--- config.mk ---
export PLATFORM = sky130hd
export DESIGN_NAME = ibi_sched
export DESIGN_NICKNAME = d
export VERILOG_FILES = /design/src/rtl/i3c_pkg.sv /design/src/rtl/ibi_sched_holdoff_timer.sv /design/src/rtl/ibi_sched.sv
export SDC_FILE = /design/constraint.sdc
export NUM_CORES = 1
export LEC_CHECK = 0
export BUFFER_PORTS_ARGS = -buffer_cell sky130_fd_sc_hd__buf_4
export CORE_UTILIZATION = 35
export CTS_CLUSTER_SIZE = 28
export DETAILED_ROUTE_END_ITERATION = 7
export GPL_TIMING_DRIVEN = 1
export PLACE_DENSITY = 0.58
export SYNTH_ARGS = -nofsm -noshare
export SYNTH_HDL_FRONTEND = slang
export SYNTH_HIERARCHICAL = 1
export SYNTH_SLANG_ARGS = --single-unit
--- constraint.sdc ---
create_clock -name clk_i -period 2.2 [get_ports clk_i]
set_clock_uncertainty 0.05 [all_clocks]
set_input_delay 0.44 -clock clk_i [delete_from_list [all_inputs] [get_ports clk_i]]
set_output_delay 0.44 -clock clk_i [all_outputs]
set_load 0.02 [all_outputs]
--- src/rtl/i3c_pkg.sv ---
// Shared I3C target-path types: IBI FSM status codes and the IBI scheduler state encoding.
package i3c_pkg;

   typedef enum logic [1:0] {
      IbiSuccess   = 2'b00,
      IbiNack      = 2'b01,
      IbiPartial   = 2'b10,
      IbiRetryFail = 2'b11
   } ibi_status_e;

   typedef enum logic [1:0] {
      Idle      = 2'b00,
      IbiActive = 2'b01,
      HjActive  = 2'b10,
      Holdoff   = 2'b11
   } ibi_sched_state_e;

endpackage

--- src/rtl/ibi_sched_holdoff_timer.sv ---
// Down-counter for the post-failure holdoff: loads on entry, counts to zero, then holds.
module holdoff_timer #(
   parameter int unsigned HoldoffW = 20
) (
   input  logic                clk,
   input  logic                rst,
   input  logic                load,
   input  logic [HoldoffW-1:0] value,
   output logic                expired
);

   logic [HoldoffW-1:0] count;

   always_ff @(posedge clk) begin
      if (rst) begin
         count <= '0;
      end else if (load) begin
         count <= value;
      end else if (count != '0) begin
         count <= count - HoldoffW'(1);
      end
   end

   assign expired = (count == '0);

endmodule

--- src/rtl/ibi_sched.sv ---
// Target-side IBI / Hot-Join start scheduler with failure holdoff and attempt counting.
// Hot-Join support is compiled in only when I3C_HOTJOIN_EN is defined.
module ibi_sched
   import i3c_pkg::*;
#(
   parameter int unsigned HoldoffW = 20,
   parameter int unsigned AttemptW = 8
) (
   input  logic                clk_i,
   input  logic                rst_i,
   input  logic                ibi_enable_i,
   input  logic                hj_enable_i,
   input  logic                dyn_addr_valid_i,
   input  logic                ibi_pending_i,
   input  logic                hj_req_i,
   input  logic                abort_i,
   input  logic [HoldoffW-1:0] holdoff_cycles_i,
   output logic                ibi_begin_o,
   input  logic                ibi_done_i,
   input  logic [1:0]          ibi_status_i,
   output logic                hj_begin_o,
   input  logic                hj_done_i,
   output logic                busy_o,
   output logic [1:0]          last_status_o,
   output logic [AttemptW-1:0] attempts_o,
   output logic                irq_o
);

   ibi_sched_state_e state;
   ibi_sched_state_e nxt_state;
   logic             abort_q;
   logic             abort_any;
   logic             ibi_start;
   logic             hj_start;
   logic             ibi_fin;
   logic             hj_fin;
   logic             ibi_ok;
   logic             hold_load;
   logic             expired;
   logic             hj_begin_q;

   assign abort_any = abort_i | abort_q;
   assign ibi_start = ibi_enable_i & dyn_addr_valid_i & ibi_pending_i;
   assign ibi_fin   = (state == IbiActive) & ibi_done_i;
   assign ibi_ok    = (ibi_status_e'(ibi_status_i) == IbiSuccess);

`ifdef I3C_HOTJOIN_EN
   assign hj_start   = hj_enable_i & hj_req_i & ~dyn_addr_valid_i;
   assign hj_fin     = (state == HjActive) & hj_done_i;
   assign hj_begin_o = hj_begin_q;
`else
   logic unused_hj;
   assign unused_hj  = ^{hj_enable_i, hj_req_i, hj_done_i, hj_begin_q};
   assign hj_start   = 1'b0;
   assign hj_fin     = 1'b0;
   assign hj_begin_o = 1'b0;
`endif

   // Holdoff is entered only from a non-aborted failed IBI or a non-aborted Hot-Join.
   assign hold_load = ~abort_any & (hj_fin | (ibi_fin & ~ibi_ok));

   holdoff_timer #(.HoldoffW(HoldoffW)) u_holdoff_timer (
      .clk     (clk_i),
      .rst     (rst_i),
      .load    (hold_load),
      .value   (holdoff_cycles_i),
      .expired (expired)
   );

   always_comb begin
      nxt_state = state;
      case (state)
         Idle: begin
            if (!abort_i) begin
               if (ibi_start)     nxt_state = IbiActive;
               else if (hj_start) nxt_state = HjActive;
            end
         end
         IbiActive: begin
            if (ibi_done_i) nxt_state = (abort_any || ibi_ok) ? Idle : Holdoff;
         end
         HjActive: begin
            if (hj_fin) nxt_state = abort_any ? Idle : Holdoff;
         end
         Holdoff: begin
            if (abort_i || expired) nxt_state = Idle;
         end
         default: nxt_state = Idle;
      endcase
   end

   always_ff @(posedge clk_i) begin
      if (rst_i) begin
         state         <= Idle;
         abort_q       <= 1'b0;
         ibi_begin_o   <= 1'b0;
         hj_begin_q    <= 1'b0;
         busy_o        <= 1'b0;
         last_status_o <= 2'b00;
         attempts_o    <= '0;
         irq_o         <= 1'b0;
      end else begin
         state       <= nxt_state;
         ibi_begin_o <= (nxt_state == IbiActive);
         hj_begin_q  <= (nxt_state == HjActive);
         busy_o      <= (nxt_state != Idle);
         irq_o       <= ibi_fin;
         if (ibi_fin) last_status_o <= ibi_status_i;

         // An abort is remembered while active and resolved on the done pulse.
         if (ibi_fin || hj_fin) begin
            abort_q <= 1'b0;
         end else if (abort_i && (state == IbiActive || state == HjActive)) begin
            abort_q <= 1'b1;
         end

         if (abort_i && (state == Idle || state == Holdoff)) begin
            attempts_o <= '0;
         end else if (ibi_fin || hj_fin) begin
            if (abort_any || (ibi_fin && ibi_ok)) begin
               attempts_o <= '0;
            end else if (ibi_fin && attempts_o != '1) begin
               attempts_o <= attempts_o + AttemptW'(1);
            end
         end
      end
   end

endmodule

Word-level counts from Yosys, hierarchy flattened:

Cells that the tools add are included.
W data, S select, Z words.

* bits in writable memories: 0
* word-level logic and storage cells: 52
* bits of input ports: 32
* bits in latches: 0
* memories kept: 0
* output and inout bits: 14
* bits in registers: 36
* memory bits (read-only): 0

* $mul: 0
* bitwise logic cells: 8
* add/sub/neg operators: 2
* eq/ne operators: 5
* multiplexer cells: 10
* shift operators: 0
* reductions and logical operators: 19
* divide/modulo/power cells: 0
* $lt $le $gt $ge: 0

Operators with widths (count)
* $mux W20: 2
* $logic_not A20 Y1: 1
* $reduce_bool A20 Y1: 1
* $sub A20 B1 Y20 const B: 1
* $mux W8: 2
* $mux W2: 5
* $add A8 B1 Y8 const B: 1
* $ne A8 B8 Y1 const B: 1
* $pmux W2 S4: 1
* $reduce_bool A2 Y1: 3
* $and A1 B1 Y1: 5
* $logic_or A1 B1 Y1: 5
* $eq A2 B1 Y1 const B: 2
* $eq A2 B2 Y1 const B: 2
* $logic_and A1 B1 Y1: 4
* $logic_not A2 Y1: 2
* $reduce_or A2 Y1: 2
* $not A1 Y1: 2
* $reduce_and A2 Y1: 1
* $or A1 B1 Y1: 1

Depth between registers and ports, before layout:

Gate-level depths: netlist of the first run.

* word-level depth: 6
* gate-level depth with buffers: 11
* depth with buffers taken out: 10

Modules after synthesis:

The synthesis of the first run kept the hierarchy.

Modules (own cells, without submodules)
* holdoff_timer: cells each 122, times used 1, seq. area each 400.4 um^2, area an instance 1081.0 um^2
* ibi_sched: cells each 102, times used 1, seq. area each 320.3 um^2, area an instance 865.8 um^2

Worst setup path after synthesis of the first run:

Ideal clock, no wire load.

* path kind: reg-to-reg
* from: register u_holdoff_timer.count[0]
* to: register busy_o
* buffers on the path: 1
* library setup time: 0.130 ns
* required time: 2.020 ns
* data arrival time: 2.121 ns
* slack: -0.100 ns
* stages on the path, launching flop included: 11
* period minus slack after synthesis: 2.300 ns
* cell sequence: dfxtp_1 > inv_1 > ha_1 > or4b_2 > nor4_2 > and2b_1 > buf_4 > nor3b_1 > a211o_1 > o21ai_1 > o21ai_0

* longest elaborated chain between the ends: 5

RTL lines
* start, declared: line ibi_sched_holdoff_timer.sv:12 `logic [HoldoffW-1:0] count;`
* start signal, assigned: line ibi_sched_holdoff_timer.sv:18 `count <= value;`
* start signal, assigned: line ibi_sched_holdoff_timer.sv:20 `count <= count - HoldoffW'(1);`
* $logic_not A20 Y1: line ibi_sched_holdoff_timer.sv:24 `assign expired = (count == '0);`
* named net expired: line ibi_sched.sv:39 `logic expired;`
* $logic_or A1 B1 Y1: line ibi_sched.sv:86 `if (abort_i || expired) nxt_state = Idle;`
* $mux W2: line ibi_sched.sv:86
* $pmux W2 S4: line ibi_sched.sv:72 `case (state)`
* $reduce_bool A2 Y1: line ibi_sched.sv:106 `busy_o <= (nxt_state != Idle);`
* end signal, assigned: line ibi_sched.sv:106
* end, declared: line ibi_sched.sv:23 `output logic busy_o,`

The timed path passes the listed nets, and every way through them passes these cells.
A chain may end at the register's enable or synchronous reset.

Worst setup path after layout of the first run:

* from: register u_holdoff_timer.count[14]
* to: register busy_o

Same word-level chain as after synthesis.

==> out/results.txt, run 1 <==
Flip-flop and latch count after synthesis: 36. The global-route usage over all layers came out at 15.5%. The wire length the detailed router placed on met1 is 2.03 mm. The tools report the H-tree depth as 2. Routed wire length on met3: 210 um. The worst setup path is captured at a register.

Of the total synthesized cell area, the portion taken by XOR and XNOR cells is 8.10%. The die covers 5860 sq um. The synthesized netlist devotes 25.1% of its cell area to simple gates. The synthesized-area fraction occupied by ao, oa, aoi and oai cells works out to 19.8%. Of the cells placed in the final design, the portion with a size suffix greater than 1 is 31.3%. Entering global routing, the biggest net connects 18 pins. Via count of the first global-routing pass: 1614. The flow ran to the end, and the final reports show no timing, DRC or antenna violations. Final hold analysis gives a worst-case slack of 0.296 ns.

After legalization and detailed placement, the total HPWL measured 3.13 mm. The smallest clock period supported by the final layout is computed as 2.13 ns. STA puts the critical path data required time at 2.31 ns. The power consumption was 2.85 mW. The number of buffers created by CTS is 5.

In the routed design, unresolved DRC markers number 0. The routed design has 4.29 mm of wire. The first-pass GRT wire length was 7.25 mm.

The post-route clock period utilization is 96.9%. STA classifies the critical path startpoint as a register. Of the synthesized area, sequential elements account for 37.0%.

The tools report the total leakage power as 1.04 nW. The tightest min-delay check is of the in -> reg type. The synthesized netlist devotes 5.14% of its cell area to adder and majority cells.

sky130_fd_sc_hd__dfxtp_1 takes more of the synthesized area than any other cell. For the final number of max-transition violations, the log shows 0. The core region is 5240 sq um. The data arrival time of the critical path is 2.25 ns, and the CTS clock-pin slew for the worst setup and hold paths is 0.07 ns.

Once detail routing completed, the nets flagged for antenna violations numbered 0. Each instance of the synthesized netlist takes up on average 8.69 sq um. The cell sitting at the root of the clock tree is a sky130_fd_sc_hd__clkbuf_8.

The number of different library cells in the post-synthesis netlist came out at 48. TritonCTS built the clock tree. The post-detailed-route wirelength per cell came out at 12.3 um.

Fill cells in the final layout number 533. The insertion delay to the later sink of the worst-skew pair came out at 0.28 ns. The logs give 36 for the number of sinks on the clock net and 0.784 for the placer congestion estimate. The mapped netlist covers 1950 sq um.

The number of synthesized flops with an enable pin works out to 0. Across the run, the number of max-cap violations was 0. The count of buffers added on input and output ports is 41.

For the initial antenna violation count, the log shows 0. At the end of the flow, the number of nets in the layout was 318. Number of nets in the synthesized netlist: 264. The row count was 26.

The tools report the maximum frequency from static timing analysis as 469 MHz. The post-synthesis async set-or-reset flop share came out at 0%. The logs give 224 for the number of instances in the synthesized netlist and 6 for the number of warnings issued by yosys. The repair_antennas step left the layout with diodes totalling 0. By area, the combinational part of the netlist is dominated by simple AND/OR/NAND/NOR gates.

The run gives 0 as the total overflow reported by the global router. The initial cell density of the core was 37.2%. In the post-synthesis netlist, the biggest area contributors are sky130_fd_sc_hd__dfxtp_1, sky130_fd_sc_hd__xnor2_1, sky130_fd_sc_hd__nand2_1.

From left edge to right edge, the die measures 76.6 um. Multiplexer area fraction after synthesis: 1.03%. 46 I/O pins were placed. The most common flop cell mapped by yosys is sky130_fd_sc_hd__dfxtp_1.

Setup violations remaining at the end of the flow were counted as 0. The first TritonRoute pass finished after 5 iterations. The ratio of routed vias to standard cells is 4.95, and the via count is 1721. In this run the worst path has a maximum fanout of 3.

The die is 76.6 um tall. The run gives 1.98 mm as the met2 layer wire length in the routed design. Setup repair after global routing could not meet its margin everywhere.

Uppermost signal routing layer after detailed routing: met4. No sink is reached through more buffers than the 2 on the longest clock path. In this run the power density over the cells is 1130 nW/um^2.

The largest vdd supply drop was 0.000435 V. The area overhead of the layout relative to synthesis was 29.8%; the area fraction of the dominant cell type after synthesis was 37.0%. The logs give 0 for the final-report hold violation count and 58 for the detailed router's first-iteration violation count. By startpoint and endpoint, the worst setup path is classified as reg -> reg.
## area by class of cell
class / instances / area, sq um / area share (%)
Multi-Input combinational cell: 174 / 1180 / 46.6
Sequential cell: 36 / 727 / 28.8
Timing Repair Buffer: 54 / 430 / 17.0
Tap cell: 70 / 87.6 / 3.47
Clock buffer: 6 / 72.6 / 2.87
Inverter: 7 / 26.3 / 1.04
Clock inverter: 1 / 5.00 / 0.198
## cell usage in the layout (no fill, tap or decap), types with 5 or more instances in the layout
cell	count
sky130_fd_sc_hd__xnor2_1	15
sky130_fd_sc_hd__dfxtp_1	33
sky130_fd_sc_hd__buf_4	52
sky130_fd_sc_hd__o21ai_2	11
sky130_fd_sc_hd__ha_1	8
sky130_fd_sc_hd__nor2_1	20
sky130_fd_sc_hd__inv_1	6
sky130_fd_sc_hd__clkbuf_8	5
sky130_fd_sc_hd__nor3_1	11
sky130_fd_sc_hd__nor4_1	5
sky130_fd_sc_hd__o21ai_0	10
sky130_fd_sc_hd__nand2_1	31
sky130_fd_sc_hd__a21oi_1	9
## Yosys cell counts, types with 3 or more instances
| cell | number |
|---|---|
| sky130_fd_sc_hd__ha_1 | 8 |
| sky130_fd_sc_hd__clkbuf_1 | 4 |
| sky130_fd_sc_hd__nor3_1 | 11 |
| sky130_fd_sc_hd__nand3_1 | 3 |
| sky130_fd_sc_hd__o21ai_0 | 10 |
| sky130_fd_sc_hd__a22o_1 | 3 |
| sky130_fd_sc_hd__xnor2_1 | 15 |
| sky130_fd_sc_hd__inv_1 | 7 |
| sky130_fd_sc_hd__nor2_1 | 20 |
| sky130_fd_sc_hd__a21oi_1 | 9 |
| sky130_fd_sc_hd__nand4_1 | 4 |
| sky130_fd_sc_hd__nand2_1 | 31 |
| sky130_fd_sc_hd__nor4_1 | 5 |
| sky130_fd_sc_hd__o21ai_2 | 10 |
| sky130_fd_sc_hd__or3_1 | 4 |
| sky130_fd_sc_hd__nor2b_1 | 3 |
| sky130_fd_sc_hd__xor2_1 | 3 |
| sky130_fd_sc_hd__dfxtp_1 | 36 |
## per-stage QoR
stage	instances	util [%]	setup WS (ns)	setup TNS [ns]	cell area, sq um
after floorplan	224	-	0.00654	0	1970
after global placement	339	45.7	-0.0271	-0.0529	2400
final	348	48.2	0.0674	0	2530
after global routing	348	48.2	-0.0417	-0.0827	2530
after detailed placement	339	45.7	-0.0555	-0.238	2400
after CTS	348	48.0	0.0183	0	2520
## final timing paths
path                                               start                                     end  slack [ns]  depth (start not counted)
hold / removal                      holdoff_cycles_i[10]  u_holdoff_timer/count[10]$_SDFFE_PP0P_        0.30                          3
setup / recovery  u_holdoff_timer/count[14]$_SDFFE_PP0P_                       busy_o$_SDFF_PP0_        0.07                          7
setup reg to reg  u_holdoff_timer/count[14]$_SDFFE_PP0P_                       busy_o$_SDFF_PP0_        0.07                          7
hold reg to reg            last_status_o[1]$_SDFFE_PP0N_           last_status_o[1]$_SDFFE_PP0N_        0.41                          2
## critical path, cell delays in order, from the launching register on
cell,delay (ns)
sky130_fd_sc_hd__dfxtp_2,0.33
sky130_fd_sc_hd__or4_4,0.56
sky130_fd_sc_hd__nor4_4,0.28
sky130_fd_sc_hd__and2b_2,0.22
sky130_fd_sc_hd__nor3b_2,0.06
sky130_fd_sc_hd__a211o_1,0.27
sky130_fd_sc_hd__o21ai_2,0.17
sky130_fd_sc_hd__o21ai_0,0.08
## metal layers
layer / global-route usage [%] / up-vias
met2: 26.5 / 38
met3: 4.07 / 6
met4: 6.92 / 0
li1: - / 893
met5: 0 / -
met1: 18.2 / 784
## flip-flops by register name, summed over array words and instances, names as in the netlist
| signal | cells |
|---|---|
| irq_o | 1 |
| last_status_o | 2 |
| abort_q | 1 |
| attempts_o | 8 |
| u_holdoff_timer/count | 20 |
| ibi_begin_o | 1 |
| state | 2 |
| busy_o | 1 |
## where the power goes
part	switching (mW)	internal (mW)	leakage, nW
Combinational	0.695	0.741	0.702
Clock	0.228	0.215	0.0410
Sequential	0.147	0.819	0.295
Total	1.07	1.78	1.04
## logic make-up after synthesis
group                    after synthesis
multiplexers                           2
adder cells (fa/ha/maj)                8
other                                  1
flip-flops                            36
XOR/XNOR                              18
AND/OR/NAND/NOR                       95
buffers and inverters                 14
AO/OA/AOI/OAI                         50
## what timing repair did
item | 4_1_cts | 5_1_grt
hold buffers | 0 | 0
resized for setup | 2 | 5
pin swaps | 2 | 1
endpoints found under the setup margin | 13 | 3
setup buffers | 2 | 0
Power figures use the tool's default switching activity.
==> run 2, diff against run 1 <==
ABC_AREA = 1   (was not set)
PLACE_DENSITY = 0.57   (was 0.58)
==> run 2 against run 1 <==
The run now ends with DRC left. Routed wire length rose by 20%. Total power rose by 32%. Clock-buffer cell count fell by 1. Largest power group unchanged.
==> out/results.txt, run 2 <==
The xor and xnor area share after synthesis works out to 4.80% (-3.3 points). The data required time of the critical path was 2.38 ns (+0.07 ns); the global-route usage over all layers was 15.7% (+0.18 points). The total overflow reported by the global router was 0 (unchanged). The maximum frequency from static timing analysis is 568 MHz (+21%). The average size of a mapped cell was 6.80 sq um (-22%). The most common library cell in the layout ignoring fill and taps was sky130_fd_sc_hd__nand2_1. Simple-gate portion of the synthesized area: 41.2% (+16 points). The final number of max-transition violations is 0 (unchanged), and the total leakage power is 1.39 nW (+34%). The run gives 5 (unchanged) as the number of buffers created by CTS. The sum of net half-perimeters after detailed placement is 3.91 mm (+25%), and the number of different library cells in the post-synthesis netlist is 30 (-38%). The data arrival time of the critical path is 1.94 ns (-0.31 ns), and the setup-violating endpoint count in the final report is 0 (unchanged). Post-detailed-route wirelength per cell: 10.9 um (-11%). Die extent in x: 84.4 um (+10%). TritonCTS built the clock tree.

The port buffer count was 41 (unchanged). The initial cell density of the core was 36.7% (-0.42 points); the largest vdd supply drop was 0.000535 V (+23%). The beginning of the worst register-to-register path is state[1]$_SDFF_PP0_. The CTS clock-pin slew for the worst setup and hold paths was 0.08 ns (about the same). The flip-flop and latch count after synthesis is 36 (unchanged).

After synthesis, the largest family of logic cells by area is simple AND/OR/NAND/NOR gates. For the wire length the detailed router placed on met1, the log shows 2.60 mm (+28%). In the final layout, the registers with the most flip-flops are u_holdoff_timer/count x20, attempts_o x8. The clock period minus final worst setup slack is 1.76 ns (-0.372 ns).

By area the synthesized netlist is led by sky130_fd_sc_hd__dfxtp_1, sky130_fd_sc_hd__nand2_1, sky130_fd_sc_hd__inv_1. The tools report the maximum number of pins on one net before global-route repair as 21 (+3). The logs give 710 (+33%) for the number of filler cells placed in the layout and 432 (+36%) for the net total in the final layout.

The uppermost signal routing layer after detailed routing is met4. Antenna violation net count after detailed routing: 0 (unchanged). The final worst setup slack was 0.440 ns (+0.372 ns). For the core outline area, the log shows 6460 sq um (+23%).

The commonest cells after synthesis are sky130_fd_sc_hd__nand2_1, sky130_fd_sc_hd__inv_1, sky130_fd_sc_hd__dfxtp_1. The max-cap violation count is 0 (unchanged). Power consumption: 3.76 mW (+32%). The worst setup path is launched from a register. The startpoint identified for the worst hold timing path is holdoff_cycles_i[18].

The run gives 46 (unchanged) as the number of placed I/O pins. The largest fanout on the critical path was 16 (+13); the detailed router's first-iteration violation count was 105 (+81%). The multiplexer area fraction after synthesis is 0% (-1.0 points), and the met2 layer wire length in the routed design is 2.27 mm (+15%). Total wire length: 5.13 mm (+20%).

The post-placement setup slack is 0.428 ns (+0.484 ns). The number of buffers on the longest clock path came out at 2 (unchanged). Number of nets in the synthesized netlist: 389 (+47%). The most common flop cell mapped by yosys is sky130_fd_sc_hd__dfxtp_1. The run gives 9.03 mm (+25%) as the first-pass GRT wire length. The largest area contributor in the synthesized netlist is sky130_fd_sc_hd__dfxtp_1. The run gives 2370 sq um (+22%) as the summed instance area of the synthesized netlist. The logs give 6 (+1) for the number of optimization iterations in the first detailed-route pass and 224 um (+6.7%) for the routed wire length on met3. The number of stages on the worst hold path was 3 (unchanged); the H-tree depth was 2 (unchanged).

The synthesized-area fraction occupied by ao, oa, aoi and oai cells is 9.07% (-11 points). The register ranked first by flip-flop count is u_holdoff_timer/count. The final-report hold violation count came out at 0 (unchanged). The endpoint of the worst hold path was u_holdoff_timer/count[18]$_SDFFE_PP0P_. The tools report the number of sinks on the clock net as 36 (unchanged). The fraction of layout instances using a drive strength above 1 is 27.0% (-4.3 points). For the initial antenna violation count, the log shows 0 (unchanged). Row count: 29 (+12%). Setup repair after global routing left no endpoint under its margin. The worst setup path is captured at a register. Relative to the synthesized area, the layout overhead comes to 20.3%. For the number of resized instances in the post-cts repair step, the log shows 0 (-2). The worst register-to-register path ends at u_holdoff_timer/count[12]$_SDFFE_PP0P_.

For the buffers inserted during post-CTS setup optimization, the log shows 0 (-2). The checks that failed: DRC. The tools report the placer congestion estimate as 0.787 (+0.28%). By startpoint and endpoint, the worst setup path is classified as reg -> reg. The library cells used most frequently in the layout, excluding fill and tap cells, are sky130_fd_sc_hd__nand2_1, sky130_fd_sc_hd__inv_1, sky130_fd_sc_hd__buf_4. The tools report the number of warnings issued by yosys as 6 (unchanged). The number of design rule violations left after detail routing was 10 (+10). The antenna diode instance count is 0 (unchanged), and the non-filler instance count after layout is 470 (+35%). The number of instances in the synthesized netlist came out at 349 (+56%). The number of buffers inserted for hold repair after clock tree synthesis came out at 0 (unchanged).

For the fraction of the yosys area taken by sequential cells, the log shows 30.4% (-6.7 points). The share of synthesized cell area in full adder, half adder and majority cells was 4.22% (-0.92 points). The via count is 2124 (+23%), and the area of the die is 7110 sq um (+21%).

The cell sitting at the root of the clock tree is a sky130_fd_sc_hd__clkbuf_8. The most common cell in the synthesized netlist is sky130_fd_sc_hd__nand2_1. The total negative slack for setup checks was 0 ns (unchanged); the post-route clock period utilization was 80.0% (-17 points).

The areal power density over the cells was 1320 nW/um^2 (+17%); the area fraction of the dominant cell type after synthesis was 30.4% (-6.7 points). Vertical die dimension: 84.4 um (+10%). The number of synthesized flops with an enable pin was 0 (unchanged).

The post-synthesis async set-or-reset flop share works out to 0% (unchanged). The tools report the via count of the first global-routing pass as 1966 (+22%). The flow ran to the end, but the final reports show violations.

For the register-to-register path setup slack, the log shows 0.44 ns (+0.37 ns). Count of placed standard cells including taps: 462 (+36%). The number of flip-flops in the largest register is 20 (unchanged). The insertion delay to the later sink of the worst-skew pair is 0.29 ns (about the same), and the ratio of routed vias to standard cells is 4.52 (-8.6%).

The count of cells along the worst register-to-register path is 9 (+2). In this run the worst hold path is classified as in -> reg.
run 2: cell types whose count changed after synthesis, moves of 12 or more:
cell and change:
sky130_fd_sc_hd__nand2_2 +19, sky130_fd_sc_hd__inv_1 +40, sky130_fd_sc_hd__nand3_1 +26, sky130_fd_sc_hd__nand2_1 +58, sky130_fd_sc_hd__a21oi_2 +13, sky130_fd_sc_hd__nor2_1 +12
run 2: how the worst max path moves through the flow:
stage | from | to | slack (ns) | cells after the start
floorplan | state[1]$_SDFF_PP0_ | u_holdoff_timer/count[17]$_SDFFE_PP0P_ | 0.51 | 8
global placement | state[1]$_SDFF_PP0_ | u_holdoff_timer/count[12]$_SDFFE_PP0P_ | 0.48 | 9
detailed placement | state[1]$_SDFF_PP0_ | u_holdoff_timer/count[19]$_SDFFE_PP0P_ | 0.43 | 9
CTS | state[1]$_SDFF_PP0_ | u_holdoff_timer/count[12]$_SDFFE_PP0P_ | 0.42 | 9
global route | state[1]$_SDFF_PP0_ | u_holdoff_timer/count[19]$_SDFFE_PP0P_ | 0.19 | 9
finish | state[1]$_SDFF_PP0_ | u_holdoff_timer/count[12]$_SDFFE_PP0P_ | 0.44 | 9
run 2: stage by stage:
stage / hold WS, ns / cell area, sq um / utilization, %
after global routing: 0.345 / 2860 / 44.2
after CTS: 0.345 / 2860 / 44.2
final: 0.354 / 2860 / 44.2
after global placement: 0.434 / 2750 / 42.5
after detailed placement: 0.433 / 2750 / 42.5
after floorplan: 0.425 / 2370 / -
run 2: layout make-up:
type / count / area, sq um / share of cell area [%]
Clock buffer: 5 / 68.8 / 2.41
Sequential cell: 36 / 721 / 25.2
Inverter: 51 / 194 / 6.79
Multi-Input combinational cell: 255 / 1410 / 49.4
Timing Repair Buffer: 43 / 323 / 11.3
Clock inverter: 3 / 42.5 / 1.49
Tap cell: 77 / 96.3 / 3.37
run 2: logic make-up (layout without fill, tap and decap cells):
kind of cell,after synthesis,count (layout)
flops,36,36
xor+xnor,13,13
simple gates,200,200
fa+ha+maj,8,8
other cells,1,1
buf+inv,58,102
compound gates,33,33
run 2: where the power goes:
part           switching (mW)  leakage (nW)  internal [mW]
registers               0.173         0.294          0.850
logic                    1.31          1.04          0.828
clock network           0.262        0.0541          0.336
total                    1.74          1.39           2.01
run 2: routing by layer:
| metal | global-route usage (%) | up-vias |
|---|---|---|
| met4 | 4.16 | 0 |
| met3 | 4.03 | 5 |
| li1 | - | 1164 |
| met2 | 25.2 | 33 |
| met1 | 21.1 | 922 |
| met5 | 0 | - |
run 2: critical path, cell delays in order, from the launching register on:
cell	delay (ns)
sky130_fd_sc_hd__dfxtp_1	0.43
sky130_fd_sc_hd__inv_1	0.11
sky130_fd_sc_hd__ha_1	0.23
sky130_fd_sc_hd__nand2_2	0.15
sky130_fd_sc_hd__nor2_1	0.08
sky130_fd_sc_hd__inv_1	0.16
sky130_fd_sc_hd__nand2_4	0.08
sky130_fd_sc_hd__inv_4	0.18
sky130_fd_sc_hd__nand2_1	0.10
sky130_fd_sc_hd__a21oi_2	0.11
